<file path="src/rtl/mc_ctl_if.sv">
// -----------------------------------------------------------------------------
// mc_ctl_if -- bundle between the multicycle controller and its datapath.
//
// Signals
//   opCode, funct     instruction fields from the instruction register
//   zero              ALU zero flag (the datapath ANDs it with pc_write_cond)
//   mem_ready         memory access completes this cycle
//   pc_write .. alu_src_a   single-bit datapath strobes / selects
//   alu_src_b         0 reg B, 1 constant 4, 2 sign-ext imm, 3 imm<<2
//   pc_source         0 ALU result, 1 ALUOut, 2 jump target
//   alu_op            ALU operation code (5-bit codes zero-extended)
//   excp              sticky illegal-instruction flag
//   state             current controller state encoding
//
// Modports
//   master  controller side (mc_ctl)
//   slave   datapath side
// -----------------------------------------------------------------------------
interface mc_ctl_if #(
    parameter int ALUOP_W = 5
);
    logic [5:0]         opCode;
    logic [5:0]         funct;
    logic               zero;
    logic               mem_ready;

    logic               pc_write;
    logic               pc_write_cond;
    logic               iord;
    logic               ir_write;
    logic               mem_read;
    logic               mem_write;
    logic               mem_to_reg;
    logic               reg_dst;
    logic               reg_write;
    logic               alu_src_a;
    logic [1:0]         alu_src_b;
    logic [1:0]         pc_source;
    logic [ALUOP_W-1:0] alu_op;
    logic               excp;
    logic [3:0]         state;

    modport master (
        input  opCode, funct, zero, mem_ready,
        output pc_write, pc_write_cond, iord, ir_write, mem_read, mem_write,
               mem_to_reg, reg_dst, reg_write, alu_src_a, alu_src_b,
               pc_source, alu_op, excp, state
    );

    modport slave (
        output opCode, funct, zero, mem_ready,
        input  pc_write, pc_write_cond, iord, ir_write, mem_read, mem_write,
               mem_to_reg, reg_dst, reg_write, alu_src_a, alu_src_b,
               pc_source, alu_op, excp, state
    );
endinterface

</file>
<file path="src/rtl/mc_ctl.sv">
// -----------------------------------------------------------------------------
// mc_ctl -- Moore-style control FSM for a multicycle MIPS-subset datapath.
//
// Supports lw, sw, R-type (sll srl sra add sub and or xor nor slt),
// addi/andi/ori/xori, beq and j. Anything else raises a sticky exception
// flag and returns to FETCH.
//
// Ports
//   clk    rising-edge clock
//   reset  asynchronous, active-high; forces FETCH, clears excp and
//          holds every strobe low while asserted
//   bus    mc_ctl_if.master: instruction fields and memory handshake in,
//          datapath strobes/selects, alu_op, excp and state out
//
// Parameters
//   ALUOP_W      alu_op width (>= 5); 5-bit codes are zero-extended
//   MEM_WAIT_EN  1: FETCH/MEMRD/MEMWR wait for mem_ready; 0: mem_ready
//                is ignored and every access completes in one cycle
// -----------------------------------------------------------------------------
module mc_ctl #(
    parameter int ALUOP_W     = 5,
    parameter bit MEM_WAIT_EN = 1'b1
) (
    input  logic     clk,
    input  logic     reset,
    mc_ctl_if.master bus
);

    typedef enum logic [3:0] {
        S_FETCH  = 4'd0,
        S_DECODE = 4'd1,
        S_MEMADR = 4'd2,
        S_MEMRD  = 4'd3,
        S_MEMWB  = 4'd4,
        S_MEMWR  = 4'd5,
        S_EXEC   = 4'd6,
        S_RWB    = 4'd7,
        S_IEXEC  = 4'd8,
        S_IWB    = 4'd9,
        S_BRANCH = 4'd10,
        S_JUMP   = 4'd11,
        S_EXCP   = 4'd12
    } state_t;

    localparam logic [5:0] OP_RTYPE = 6'b000000;
    localparam logic [5:0] OP_J     = 6'b000010;
    localparam logic [5:0] OP_BEQ   = 6'b000100;
    localparam logic [5:0] OP_ADDI  = 6'b001000;
    localparam logic [5:0] OP_ANDI  = 6'b001100;
    localparam logic [5:0] OP_ORI   = 6'b001101;
    localparam logic [5:0] OP_XORI  = 6'b001110;
    localparam logic [5:0] OP_LW    = 6'b100011;
    localparam logic [5:0] OP_SW    = 6'b101011;

    localparam logic [4:0] ALU_ADD = 5'b00000;
    localparam logic [4:0] ALU_SUB = 5'b00001;
    localparam logic [4:0] ALU_AND = 5'b11000;
    localparam logic [4:0] ALU_OR  = 5'b11110;
    localparam logic [4:0] ALU_XOR = 5'b10110;
    localparam logic [4:0] ALU_NOR = 5'b10001;
    localparam logic [4:0] ALU_SLT = 5'b00111;
    localparam logic [4:0] ALU_SLL = 5'b01000;
    localparam logic [4:0] ALU_SRL = 5'b01001;
    localparam logic [4:0] ALU_SRA = 5'b01011;

    state_t state_q, state_d;
    logic   excp_q,  excp_d;
    logic   mem_rdy;
    logic   zero_unused;

    // The controller itself never looks at zero: the datapath gates the
    // branch PC write with it.
    assign zero_unused = bus.zero;

    assign mem_rdy = MEM_WAIT_EN ? bus.mem_ready : 1'b1;

    // -------------------------------------------------------------------------
    // Instruction field decode helpers
    // -------------------------------------------------------------------------
    function automatic logic funct_legal(input logic [5:0] fn);
        case (fn)
            6'b000000, 6'b000010, 6'b000011,
            6'b100000, 6'b100010, 6'b100100,
            6'b100101, 6'b100110, 6'b100111,
            6'b101010: funct_legal = 1'b1;
            default:   funct_legal = 1'b0;
        endcase
    endfunction

    function automatic logic funct_is_shift(input logic [5:0] fn);
        funct_is_shift = (fn == 6'b000000) || (fn == 6'b000010) ||
                         (fn == 6'b000011);
    endfunction

    function automatic logic [4:0] funct_aluop(input logic [5:0] fn);
        case (fn)
            6'b000000: funct_aluop = ALU_SLL;
            6'b000010: funct_aluop = ALU_SRL;
            6'b000011: funct_aluop = ALU_SRA;
            6'b100010: funct_aluop = ALU_SUB;
            6'b100100: funct_aluop = ALU_AND;
            6'b100101: funct_aluop = ALU_OR;
            6'b100110: funct_aluop = ALU_XOR;
            6'b100111: funct_aluop = ALU_NOR;
            6'b101010: funct_aluop = ALU_SLT;
            default:   funct_aluop = ALU_ADD;
        endcase
    endfunction

    function automatic logic [4:0] imm_aluop(input logic [5:0] op);
        case (op)
            OP_ANDI: imm_aluop = ALU_AND;
            OP_ORI:  imm_aluop = ALU_OR;
            OP_XORI: imm_aluop = ALU_XOR;
            default: imm_aluop = ALU_ADD;
        endcase
    endfunction

    // -------------------------------------------------------------------------
    // State register
    // -------------------------------------------------------------------------
    always_ff @(posedge clk or posedge reset) begin
        if (reset) begin
            state_q <= S_FETCH;
            excp_q  <= 1'b0;
        end else begin
            state_q <= state_d;
            excp_q  <= excp_d;
        end
    end

    // -------------------------------------------------------------------------
    // Next-state logic
    // -------------------------------------------------------------------------
    always_comb begin
        state_d = state_q;
        excp_d  = excp_q;
        case (state_q)
            S_FETCH: begin
                if (mem_rdy) state_d = S_DECODE;
            end
            S_DECODE: begin
                case (bus.opCode)
                    OP_LW, OP_SW:                     state_d = S_MEMADR;
                    OP_RTYPE:                         state_d = funct_legal(bus.funct) ? S_EXEC : S_EXCP;
                    OP_ADDI, OP_ANDI, OP_ORI, OP_XORI: state_d = S_IEXEC;
                    OP_BEQ:                           state_d = S_BRANCH;
                    OP_J:                             state_d = S_JUMP;
                    default:                          state_d = S_EXCP;
                endcase
            end
            S_MEMADR: state_d = (bus.opCode == OP_SW) ? S_MEMWR : S_MEMRD;
            S_MEMRD: begin
                if (mem_rdy) state_d = S_MEMWB;
            end
            S_MEMWB:  state_d = S_FETCH;
            S_MEMWR: begin
                if (mem_rdy) state_d = S_FETCH;
            end
            S_EXEC:   state_d = S_RWB;
            S_RWB:    state_d = S_FETCH;
            S_IEXEC:  state_d = S_IWB;
            S_IWB:    state_d = S_FETCH;
            S_BRANCH: state_d = S_FETCH;
            S_JUMP:   state_d = S_FETCH;
            S_EXCP:   state_d = S_FETCH;
            default:  state_d = S_FETCH;
        endcase
        // The flag rises together with entry into EXCP so it is already
        // visible during the EXCP cycle, and then holds until reset.
        if (state_d == S_EXCP) excp_d = 1'b1;
    end

    // -------------------------------------------------------------------------
    // Output decode
    // -------------------------------------------------------------------------
    always_comb begin
        bus.pc_write      = 1'b0;
        bus.pc_write_cond = 1'b0;
        bus.iord          = 1'b0;
        bus.ir_write      = 1'b0;
        bus.mem_read      = 1'b0;
        bus.mem_write     = 1'b0;
        bus.mem_to_reg    = 1'b0;
        bus.reg_dst       = 1'b0;
        bus.reg_write     = 1'b0;
        bus.alu_src_a     = 1'b0;
        bus.alu_src_b     = 2'd0;
        bus.pc_source     = 2'd0;
        bus.alu_op        = ALUOP_W'(ALU_ADD);
        case (state_q)
            S_FETCH: begin
                bus.mem_read  = 1'b1;
                bus.alu_src_b = 2'd1;
                // IR load and PC+4 commit only on the cycle the fetch completes.
                bus.ir_write  = mem_rdy;
                bus.pc_write  = mem_rdy;
            end
            S_DECODE: begin
                bus.alu_src_b = 2'd3;
            end
            S_MEMADR: begin
                bus.alu_src_a = 1'b1;
                bus.alu_src_b = 2'd2;
            end
            S_MEMRD: begin
                bus.mem_read = 1'b1;
                bus.iord     = 1'b1;
            end
            S_MEMWB: begin
                bus.reg_write  = 1'b1;
                bus.mem_to_reg = 1'b1;
                bus.reg_dst    = 1'b1;
            end
            S_MEMWR: begin
                bus.mem_write = 1'b1;
                bus.iord      = 1'b1;
            end
            S_EXEC: begin
                bus.alu_src_a = 1'b1;
                // Shifts take the shift amount through the immediate path.
                bus.alu_src_b = funct_is_shift(bus.funct) ? 2'd2 : 2'd0;
                bus.alu_op    = ALUOP_W'(funct_aluop(bus.funct));
            end
            S_RWB: begin
                bus.reg_write = 1'b1;
            end
            S_IEXEC: begin
                bus.alu_src_a = 1'b1;
                bus.alu_src_b = 2'd2;
                bus.alu_op    = ALUOP_W'(imm_aluop(bus.opCode));
            end
            S_IWB: begin
                bus.reg_write = 1'b1;
                bus.reg_dst   = 1'b1;
            end
            S_BRANCH: begin
                bus.alu_src_a     = 1'b1;
                bus.alu_op        = ALUOP_W'(ALU_SUB);
                bus.pc_source     = 2'd1;
                bus.pc_write_cond = 1'b1;
            end
            S_JUMP: begin
                bus.pc_source = 2'd2;
                bus.pc_write  = 1'b1;
            end
            default: begin
            end
        endcase
        // The state register is already FETCH during reset, but FETCH would
        // still drive mem_read; hold every strobe low until reset drops.
        if (reset) begin
            bus.pc_write      = 1'b0;
            bus.pc_write_cond = 1'b0;
            bus.ir_write      = 1'b0;
            bus.mem_read      = 1'b0;
            bus.mem_write     = 1'b0;
            bus.reg_write     = 1'b0;
            bus.alu_op        = '0;
        end
    end

    assign bus.state = state_q;
    assign bus.excp  = excp_q;

endmodule

</file>
<file path="src/flat_wrapper.sv">
// flat-port wrapper written by rule: the top's interface ports become plain ports
module mc_ctl_flat 
#(
    parameter int ALUOP_W     = 5,
    parameter bit MEM_WAIT_EN = 1'b1
)
  (clk, reset, bus_opCode, bus_funct, bus_zero, bus_mem_ready, bus_pc_write, bus_pc_write_cond, bus_iord, bus_ir_write, bus_mem_read, bus_mem_write, bus_mem_to_reg, bus_reg_dst, bus_reg_write, bus_alu_src_a, bus_alu_src_b, bus_pc_source, bus_alu_op, bus_excp, bus_state);
  mc_ctl_if #(.ALUOP_W(ALUOP_W)) bus_i ();
  input  logic clk;
  input  logic reset;
  input wire logic [$bits(bus_i.opCode)-1:0] bus_opCode;
  input wire logic [$bits(bus_i.funct)-1:0] bus_funct;
  input wire logic [$bits(bus_i.zero)-1:0] bus_zero;
  input wire logic [$bits(bus_i.mem_ready)-1:0] bus_mem_ready;
  output wire logic [$bits(bus_i.pc_write)-1:0] bus_pc_write;
  output wire logic [$bits(bus_i.pc_write_cond)-1:0] bus_pc_write_cond;
  output wire logic [$bits(bus_i.iord)-1:0] bus_iord;
  output wire logic [$bits(bus_i.ir_write)-1:0] bus_ir_write;
  output wire logic [$bits(bus_i.mem_read)-1:0] bus_mem_read;
  output wire logic [$bits(bus_i.mem_write)-1:0] bus_mem_write;
  output wire logic [$bits(bus_i.mem_to_reg)-1:0] bus_mem_to_reg;
  output wire logic [$bits(bus_i.reg_dst)-1:0] bus_reg_dst;
  output wire logic [$bits(bus_i.reg_write)-1:0] bus_reg_write;
  output wire logic [$bits(bus_i.alu_src_a)-1:0] bus_alu_src_a;
  output wire logic [$bits(bus_i.alu_src_b)-1:0] bus_alu_src_b;
  output wire logic [$bits(bus_i.pc_source)-1:0] bus_pc_source;
  output wire logic [$bits(bus_i.alu_op)-1:0] bus_alu_op;
  output wire logic [$bits(bus_i.excp)-1:0] bus_excp;
  output wire logic [$bits(bus_i.state)-1:0] bus_state;
  assign bus_i.opCode = bus_opCode;
  assign bus_i.funct = bus_funct;
  assign bus_i.zero = bus_zero;
  assign bus_i.mem_ready = bus_mem_ready;
  assign bus_pc_write = bus_i.pc_write;
  assign bus_pc_write_cond = bus_i.pc_write_cond;
  assign bus_iord = bus_i.iord;
  assign bus_ir_write = bus_i.ir_write;
  assign bus_mem_read = bus_i.mem_read;
  assign bus_mem_write = bus_i.mem_write;
  assign bus_mem_to_reg = bus_i.mem_to_reg;
  assign bus_reg_dst = bus_i.reg_dst;
  assign bus_reg_write = bus_i.reg_write;
  assign bus_alu_src_a = bus_i.alu_src_a;
  assign bus_alu_src_b = bus_i.alu_src_b;
  assign bus_pc_source = bus_i.pc_source;
  assign bus_alu_op = bus_i.alu_op;
  assign bus_excp = bus_i.excp;
  assign bus_state = bus_i.state;
  mc_ctl #(.ALUOP_W(ALUOP_W), .MEM_WAIT_EN(MEM_WAIT_EN)) u_core (.clk(clk), .reset(reset), .bus(bus_i));
endmodule
</file>
<file path="config.mk">
export PLATFORM = sky130hd
export DESIGN_NAME = mc_ctl_flat
export DESIGN_NICKNAME = d
export VERILOG_FILES = /design/src/rtl/mc_ctl_if.sv /design/src/rtl/mc_ctl.sv /design/src/flat_wrapper.sv
export SDC_FILE = /design/constraint.sdc
export NUM_CORES = 1
export LEC_CHECK = 0
export BUFFER_PORTS_ARGS = -buffer_cell sky130_fd_sc_hd__buf_2
export CAP_MARGIN = 20
export CORE_MARGIN = 1.5
export CORE_UTILIZATION = 35
export DETAILED_ROUTE_END_ITERATION = 8
export SLEW_MARGIN = 40
export SYNTH_ARGS = -nofsm -noshare
export SYNTH_HDL_FRONTEND = slang
export SYNTH_SLANG_ARGS = --single-unit
</file>
<file path="constraint.sdc">
create_clock -name clk -period 2.13 [get_ports clk]
set_input_delay 0.426 -clock clk [delete_from_list [all_inputs] [get_ports clk]]
set_output_delay 0.426 -clock clk [all_outputs]
set_load 0.02 [all_outputs]
</file>
### After elaboration in Yosys (flattened, before gate mapping)

Cells that the tools add are included.

| cells by class | value |
|---|---|
| equal/unequal tests | 29 |
| mux-type cells | 33 |
| reduce and logical (&&, ||, !) cells | 14 |

Operators by type and width:

| operator | number |
|---|---|
| == test 6 bit, second input constant | 9 |
| one-hot mux 5 bit (9 select lines) | 1 |
| one-hot mux 5 bit (3 select lines) | 2 |
| one-hot mux 4 bit (7 select lines) | 1 |
| == test 6 x 4 -> 1 bit, second input constant | 4 |
| == test 4 bit, second input constant | 5 |
| one-hot mux 4 bit (5 select lines) | 1 |
| == test 6 x 2 -> 1 bit, second input constant | 3 |
| 2-to-1 mux 1 bit | 18 |
| == test 4 x 3 -> 1 bit, second input constant | 4 |
| 2-to-1 mux 4 bit | 4 |
| logical NOT 6 bit | 2 |
| OR reduction 10 bit | 1 |
| OR reduction 2 bit | 5 |
| == test 4 x 2 -> 1 bit, second input constant | 2 |
| one-hot mux 2 bit (4 select lines) | 1 |
| OR reduction 4 bit | 2 |
| == test 6 x 3 -> 1 bit, second input constant | 1 |
| 2-to-1 mux 5 bit | 1 |
| == test 4 x 1 -> 1 bit, second input constant | 1 |
| logical NOT 4 bit | 1 |
| one-hot mux 2 bit (2 select lines) | 1 |
| 2-to-1 mux 3 bit | 1 |
| OR reduction 3 bit | 1 |
| 3 further kinds | 4 |

| word-level totals | value |
|---|---|
| register bits | 5 |
| input bits | 16 |
| output and inout bits | 24 |

### Logic depth before layout (Yosys ltp)

Gate-level depths: netlist of run 1.

| depth | value |
|---|---|
| word-level depth | 9 |
| mapped depth | 6 |
| mapped depth without buffers | 5 |

### Worst setup path after synthesis of run 1

Ideal clock, no wire load.

| timing | value |
|---|---|
| kind | flip-flop to output port |
| start | register u_core.state_q[0] (netlist: u_core.bus.state[0]) |
| end | output port bus_alu_op[2] |
| buffers on the path | 1 |
| path slack | -0.054 ns |
| stages on the path, launching flop included | 7 |
| arrival time | 1.758 ns |
| data required time | 1.704 ns |
| path through | dfrtp_1 -> clkbuf_1 -> nor2_1 -> nand2_1 -> nor4_1 -> nand2_1 -> a21oi_1 |

| between the ends | value |
|---|---|
| longest elaborated chain between the ends | 3 |
| elaborated cells between the ends (all ways) | 5 |
| those cells by class | eq/ne (3); mux (2) |

RTL lines:

| item | line | source |
|---|---|---|
| start: declaration | mc_ctl.sv:66 | `state_t state_q, state_d;` |
| start signal: assignment | mc_ctl.sv:127 | `state_q <= state_d;` |
| == test 4 bit / == test 4 x 3 -> 1 bit (equally long branches) | mc_ctl.sv:191 | `case (state_q)` |
| one-hot mux 5 bit (3 select lines) * | mc_ctl.sv:191 |  |
| 2-to-1 mux 5 bit * | mc_ctl.sv:252 | `if (reset) begin` |
| end: declaration | flat_wrapper.sv:27 | `output wire logic [$bits(bus_i.alu_op)-1:0] bus_alu_op;` |

Mark *: on every way between the ends. The rest lies on a longest branch, timed or not.

### Final worst setup path of run 1

| timing | value |
|---|---|
| start | register u_core.state_q[2] (netlist: u_core.bus.state[2]) |
| end | output port bus_alu_op[1] |

The elaborated chain is that of the path after synthesis.

==> flow_summary.toml, run 1 <==
[run_status]
status = "finished, final reports clean"

[power_and_ir_drop]
share_comb_of_total_power_pct = 75.8
vdd_drop_max_v = 0.000621
switchingPower_uw = 603
p_seq_share_pct = 14.5
p_per_area_nw_per_um2 = 882
p_int_uw = 601
switching_share_pct = 50.1
p_clk_share_pct = 9.8
leakagePower_uw = 0.000617

[worst_setup_path]
cp-start-kind = "register"
cp_max_fo = 5
arrival_ps = 1690
ff2ff_path_depth = 7
required_ps = 1700
r2r_start = "u_core.bus.state[1]$_DFF_PP0_"
critical_path_buf_inv_count = 1
reg2reg_slack_ps = 340
reg2reg_to = "u_core.bus.excp$_DFFE_PP0N_"
endpoint_kind = "primary output"
cp_cell_sequence = "nor2b_4, a21oi_1, or3_4, nand2b_4, o22ai_2, buf_6"
path_delay_family = "simple AND/OR/NAND/NOR gates"
worst_path_largest_cell_delay_ps = 450
crit_slowest_cell = "dfrtp_2"
path_class = "register to primary output"

[logic_synthesis]
synthDistinctLibCells = 42
avgSynthCellArea_um2 = 6.88
yosys.area_share.adder_pct = 0
async_flop_share_pct = 100
synth_top_family_by_area = "simple AND/OR/NAND/NOR gates"
ys_ff_latch = 5
syn_nets = 146
ys.flop_type = "dfrtp_1"
netlist_area_um2 = 895
synth-edff-count = 0
synth_compound_area_share_pct = 29.0
synth_xor_area_share_pct = 3.92
muxShareOfSynthArea_pct = 1.12
synthCells = 130
yosys_warnings = 0
synthSimpleGateAreaFrac_pct = 42.4
ys_seq_area_share_pct = 14.0

[placed_design]
placedCellCount = 200
dp.final_hpwl_um = 2120
gp_congestion = 0.929
port-buffer-count = 38
postPlaceCellArea_um2 = 1150
place_ws_ps = 107

[floorplanning]
core-area_um2 = 2450
initial_core_util_pct = 36.4
ios = 40
rows = 18
fp.dieH_um = 53.6
die_area_um2 = 2870
die_x_um = 53.6

[finish]
fin_area_um2 = 1370
fin_cells = 213
drive_gt1_share_pct = 48.1
n_fill_cell = 243
fin_nets = 200
diodes = 0
synthToLayoutAreaGrowth_pct = 52.7

[drt]
drtIter0Drc = 25
num_vias = 1163
postRouteAntennaNets = 0
wl_um = 2930
drc = 0
firstDrtPassIters = 4
via_per_inst = 5.46
wl_per_cell_um = 13.7

[run]
maxCapViolCount = 0

[global_route]
grt_pass1_wl_um = 4340
antenna_found_initial = 0
grt.total_usage_pct = 20.2
gr-total-overflow = 0
grt_pass1_vias = 976
grt_max_degree = 11

[timing]
layout_min_cycle_time_ps = 2110
fmax_mhz = 474
skew_ps = 7.44
finalMaxSlewViolations = 0
finalCritPeriodShare_pct = 99.1
slew_headroom_pct = 74.1
tightest_slew_ps = 386
setup_ws_ps = 18.3
setup_tns_ps = 0
finalSetupViolCount = 0
holdWs_ps = 151
hold_viol = 0
rsz0062_at_grt = "yes"

[cts]
clock_latency_ps = 260
clock_path_buffers = 2
ctsHtreeMaxLevel = 1
clk_pin_slew_ps = 50
cts-buffers-inserted = 3
hold_buffers = 0
cts_tree = "built"
clock-sinks = 5
clockRootBuffer = "clkbuf_4"

[worst_hold_path]
worstHoldPathType = "input port to asynchronous set/reset pin"
[registers in the layout, summed over array words and instances, names as in the netlist]
name and flops:
u_core.bus.state 4, u_core.bus.excp 1
[metrics by stage]
stage	power, µW	utilization (%)
2_1_floorplan	645	-
3_3_place_gp	891	46.9
3_5_place_dp	899	46.9
4_1_cts	1100	51.9
5_1_grt	1290	55.7
6_report	1200	55.7
[cells by family (layout without fill, tap and decap cells)]
logic type / Yosys count / count (layout)
compound gates: 34 / 34
mux: 1 / 1
buf+inv: 16 / 69
simple gates: 70 / 70
xor+xnor: 4 / 4
flops: 5 / 5
[synth_stat cells (3+ instances only)]
cell / instances / share of area [%]
inv_1: 6 / 2.5
nor3_1: 10 / 5.6
nand2_1: 11 / 4.6
and3_1: 3 / 2.1
nor3b_1: 4 / 3.4
a31oi_1: 5 / 3.5
buf_2: 3 / 1.7
o21ai_0: 6 / 3.4
nor2_1: 13 / 5.5
or3_1: 3 / 2.1
nand2b_1: 4 / 2.8
dfrtp_1: 5 / 14
nand3_1: 6 / 3.4
a21oi_1: 7 / 3.9
nor2b_1: 3 / 2.1
nor4_1: 3 / 2.1
[layout by cell type (no fill, tap or decap), drive strengths merged, types with 3 or more instances in the layout]
cell,n
nand2,12
and3,3
nor2b,3
a21oi,7
nor2,13
nor3,10
clkbuf,4
o21ai,8
buf,58
nor3b,4
inv,7
or3,4
nand2b,5
dfrtp,5
nand3,6
nor4,3
a31oi,5
[area by class of cell]
class                      count  area (µm²)  share of cell area [%]
multi-input combinational    109         772                    56.5
inverter                       7        26.3                    1.92
tap                           30        37.5                    2.75
clock buffer                   4        26.3                    1.92
timing repair buffer          58         375                    27.5
sequential                     5         129                    9.43
[power groups by stage]
stage          combinational (µW)  sequential (µW)  clock [µW]
5_1_grt                       987              177         128
2_1_floorplan                 464              181           0
6_report                      913              174         118
3_5_place_dp                  745              155           0
3_3_place_gp                  738              153           0
4_1_cts                       820              160         118
[layer usage]
| layer | wire, µm | vias up | track usage, % |
|---|---|---|---|
| met4 | 23 | 0 | 5.13 |
| met1 | 1280 | 537 | 26.5 |
| met5 | 0 | - | 0 |
| li1 | - | 583 | - |
| met2 | 1470 | 41 | 35.4 |
| met3 | 150 | 2 | 1.67 |
[worst max-delay path by stage]
stage,start,slack (ps),end,depth (start not counted)
global placement,u_core.bus.state[0]$_DFF_PP0_,110,bus_alu_op[3],6
global route,u_core.bus.state[0]$_DFF_PP0_,-70,bus_alu_op[3],6
finish,u_core.bus.state[2]$_DFF_PP0_,20,bus_alu_op[1],6
detailed placement,u_core.bus.state[3]$_DFF_PP0_,110,bus_alu_op[3],6
floorplan,u_core.bus.state[0]$_DFF_PP0_,-50,bus_alu_op[2],6
CTS,u_core.bus.state[0]$_DFF_PP0_,-10,bus_alu_op[3],6
[what timing repair did]
action	in CTS	in global routing
setup buffers	5	4
setup endpoints to repair	4	9
gates resized for setup	14	18
cloned	0	0
pin swaps	1	4
Power figures use the tool's default switching activity.
==> run 2: changes to the inputs <==
Clock period 2.13 ns to 1.7 ns, I/O delays scaled along.
==> run 2 against run 1 <==
Net effect:
- the flow now finishes with violations (negative setup slack)
- non-clock buffer count rose by 19
- die area did not move
- critical path depth did not move
- worst setup slack got worse by 430 ps
- global-route usage rose by 4.3 points
- register-to-register slack got worse by 590 ps
- critical path type unchanged
- highest routed layer unchanged
==> flow_summary.toml, run 2 (synthesized netlist as in run 1, its figures left out) <==
[floorplanning]
initial_core_util_pct = 36.4
die_area_um2 = 2870
core-area_um2 = 2450
die_x_um = 53.6
ios = 40
fp.dieH_um = 53.6
rows = 18

[drt]
postRouteAntennaNets = 0
num_vias = 1309
wl_um = 3710
via_per_inst = 5.64
drtIter0Drc = 33
wl_per_cell_um = 16.0
drc = 0
firstDrtPassIters = 5

[run_status]
violations = "negative setup slack"
status = "finished, violations left"

[finish]
drive_gt1_share_pct = 64.9
synthToLayoutAreaGrowth_pct = 99.0
n_fill_cell = 199
fin_nets = 219
diodes = 0
layout_common_cells = "buf_4, buf_2, buf_6"
largest_reg_flops = 4
post-route-util_pct = 72.5
multi_input_area_um2 = 935
final_common_cell = "buf_4"
fin_cells = 232
regArea_um2 = 130

[cts]
cts-buffers-inserted = 3
hold_buffers = 0
clk_pin_slew_ps = 50
clock_path_buffers = 2
clock-sinks = 5
clockRootBuffer = "clkbuf_4"
cts_tree = "built"
clock_latency_ps = 260
ctsHtreeMaxLevel = 1

[placed_design]
gp_congestion = 0.852
port-buffer-count = 38
placedCellCount = 217
dp.final_hpwl_um = 2430
place_ws_ps = -199

[power_and_ir_drop]
switching_share_pct = 48.7
p_clk_share_pct = 7.7
power_uw = 1940
p_int_uw = 995
share_comb_of_total_power_pct = 81.0
p_seq_share_pct = 11.3
switchingPower_uw = 946
vdd_drop_max_v = 0.000784
leakagePower_uw = 0.000758
p_per_area_nw_per_um2 = 1090

[worst_setup_path]
cp_cell_sequence = "nand2b_4, nor3_4, buf_4, nand4_1, a31oi_4, buf_6"
reg2reg_slack_ps = -250
worst_path_largest_cell_delay_ps = 450
crit_start = "u_core.bus.state[0]$_DFF_PP0_"
required_ps = 1360
crit_slowest_cell = "dfrtp_2"
path_class = "register to primary output"
ff2ff_path_depth = 8
reg2reg_to = "u_core.bus.excp$_DFFE_PP0N_"
cp-start-kind = "register"
cp_max_fo = 4
r2r_start = "u_core.bus.state[1]$_DFF_PP0_"
arrival_ps = 1770
endpoint_kind = "primary output"
crit_path_end = "bus_alu_op[3]"

[timing]
slew_headroom_pct = 73.8
hold_viol = 0
tightest_slew_ps = 390
finalMaxSlewViolations = 0
setup_ws_ps = -410
finalSetupViolCount = 17
skew_ps = 6.53
finalCritPeriodShare_pct = 124
fmax_mhz = 474
setup_tns_ps = -4050
rsz0062_at_grt = "yes"
layout_min_cycle_time_ps = 2110

[run]
maxCapViolCount = 0

[global_route]
grt_pass1_vias = 1156
gr-total-overflow = 0
grt.total_usage_pct = 24.4
grt_max_degree = 12
grt_pass1_wl_um = 5130
antenna_found_initial = 0

[worst_hold_path]
worstHoldPathType = "input port to asynchronous set/reset pin"
run 2: cell count changes in the layout (fill, tap and decap cells not counted), moves of 3 or more:
cell | previous run | this run
nor3_1 | 8 | 4
buf_6 | 6 | 18
nor2_1 | 12 | 8
nor2_2 | 1 | 4
buf_4 | 19 | 35
buf_2 | 33 | 21
nand2_1 | 10 | 7
run 2: worst min path at each step:
stage / cells after the start / startpoint / to
after global routing: 4 / reset / u_core.bus.state[1]$_DFF_PP0_
after floorplan: 1 / reset / u_core.bus.excp$_DFFE_PP0N_
after detailed placement: 1 / u_core.bus.excp$_DFFE_PP0N_ / u_core.bus.excp$_DFFE_PP0N_
after CTS: 4 / reset / u_core.bus.state[1]$_DFF_PP0_
final: 4 / reset / u_core.bus.state[1]$_DFF_PP0_
after global placement: 1 / u_core.bus.excp$_DFFE_PP0N_ / u_core.bus.excp$_DFFE_PP0N_
run 2: layer usage:
layer / vias up / GRT usage, % / share of wire, %
met1: 619 / 29.5 / 37
li1: 624 / - / -
met5: - / 0 / 0
met4: 0 / 5.56 / 2.6
met2: 56 / 45.5 / 54
met3: 10 / 3.33 / 5.6
run 2: power by group through the flow:
| stage | Clock (µW) | Sequential [µW] | Combinational (µW) |
|---|---|---|---|
| finish | 149 | 219 | 1570 |
| CTS | 156 | 209 | 1340 |
| global route | 158 | 224 | 1660 |
| global placement | 0 | 208 | 1080 |
| detailed placement | 0 | 209 | 1090 |
| floorplan | 0 | 248 | 682 |
run 2: stage by stage:
step | hold WS (ps) | area, µm²
finish | 267 | 1780
global route | 279 | 1780
CTS | 233 | 1640
detailed placement | 457 | 1420
global placement | 458 | 1420
floorplan | 127 | 1040
run 2: repair_timing:
item,CTS,global route
gates resized for setup,37,30
setup endpoints to repair,16,20
pin swaps,10,11
buffers inserted,8,4
cloned,0,0
run 2: critical path, delay by kind of cell, from the launching register on:
| kind | cells | cell delay [ps] |
|---|---|---|
| buffers and inverters | 2 | 280 |
| AND/OR/NAND/NOR | 3 | 540 |
| AO/OA/AOI/OAI | 1 | 230 |
| flip-flops | 1 | 450 |
run 2: area by class of cell:
| class | instances | area share, % |
|---|---|---|
| clock buffer | 4 | 1.48 |
| timing repair buffer | 77 | 34.9 |
| inverter | 7 | 1.76 |
| sequential | 5 | 7.31 |
| tap | 30 | 2.11 |
| multi-input combinational | 109 | 52.5 |
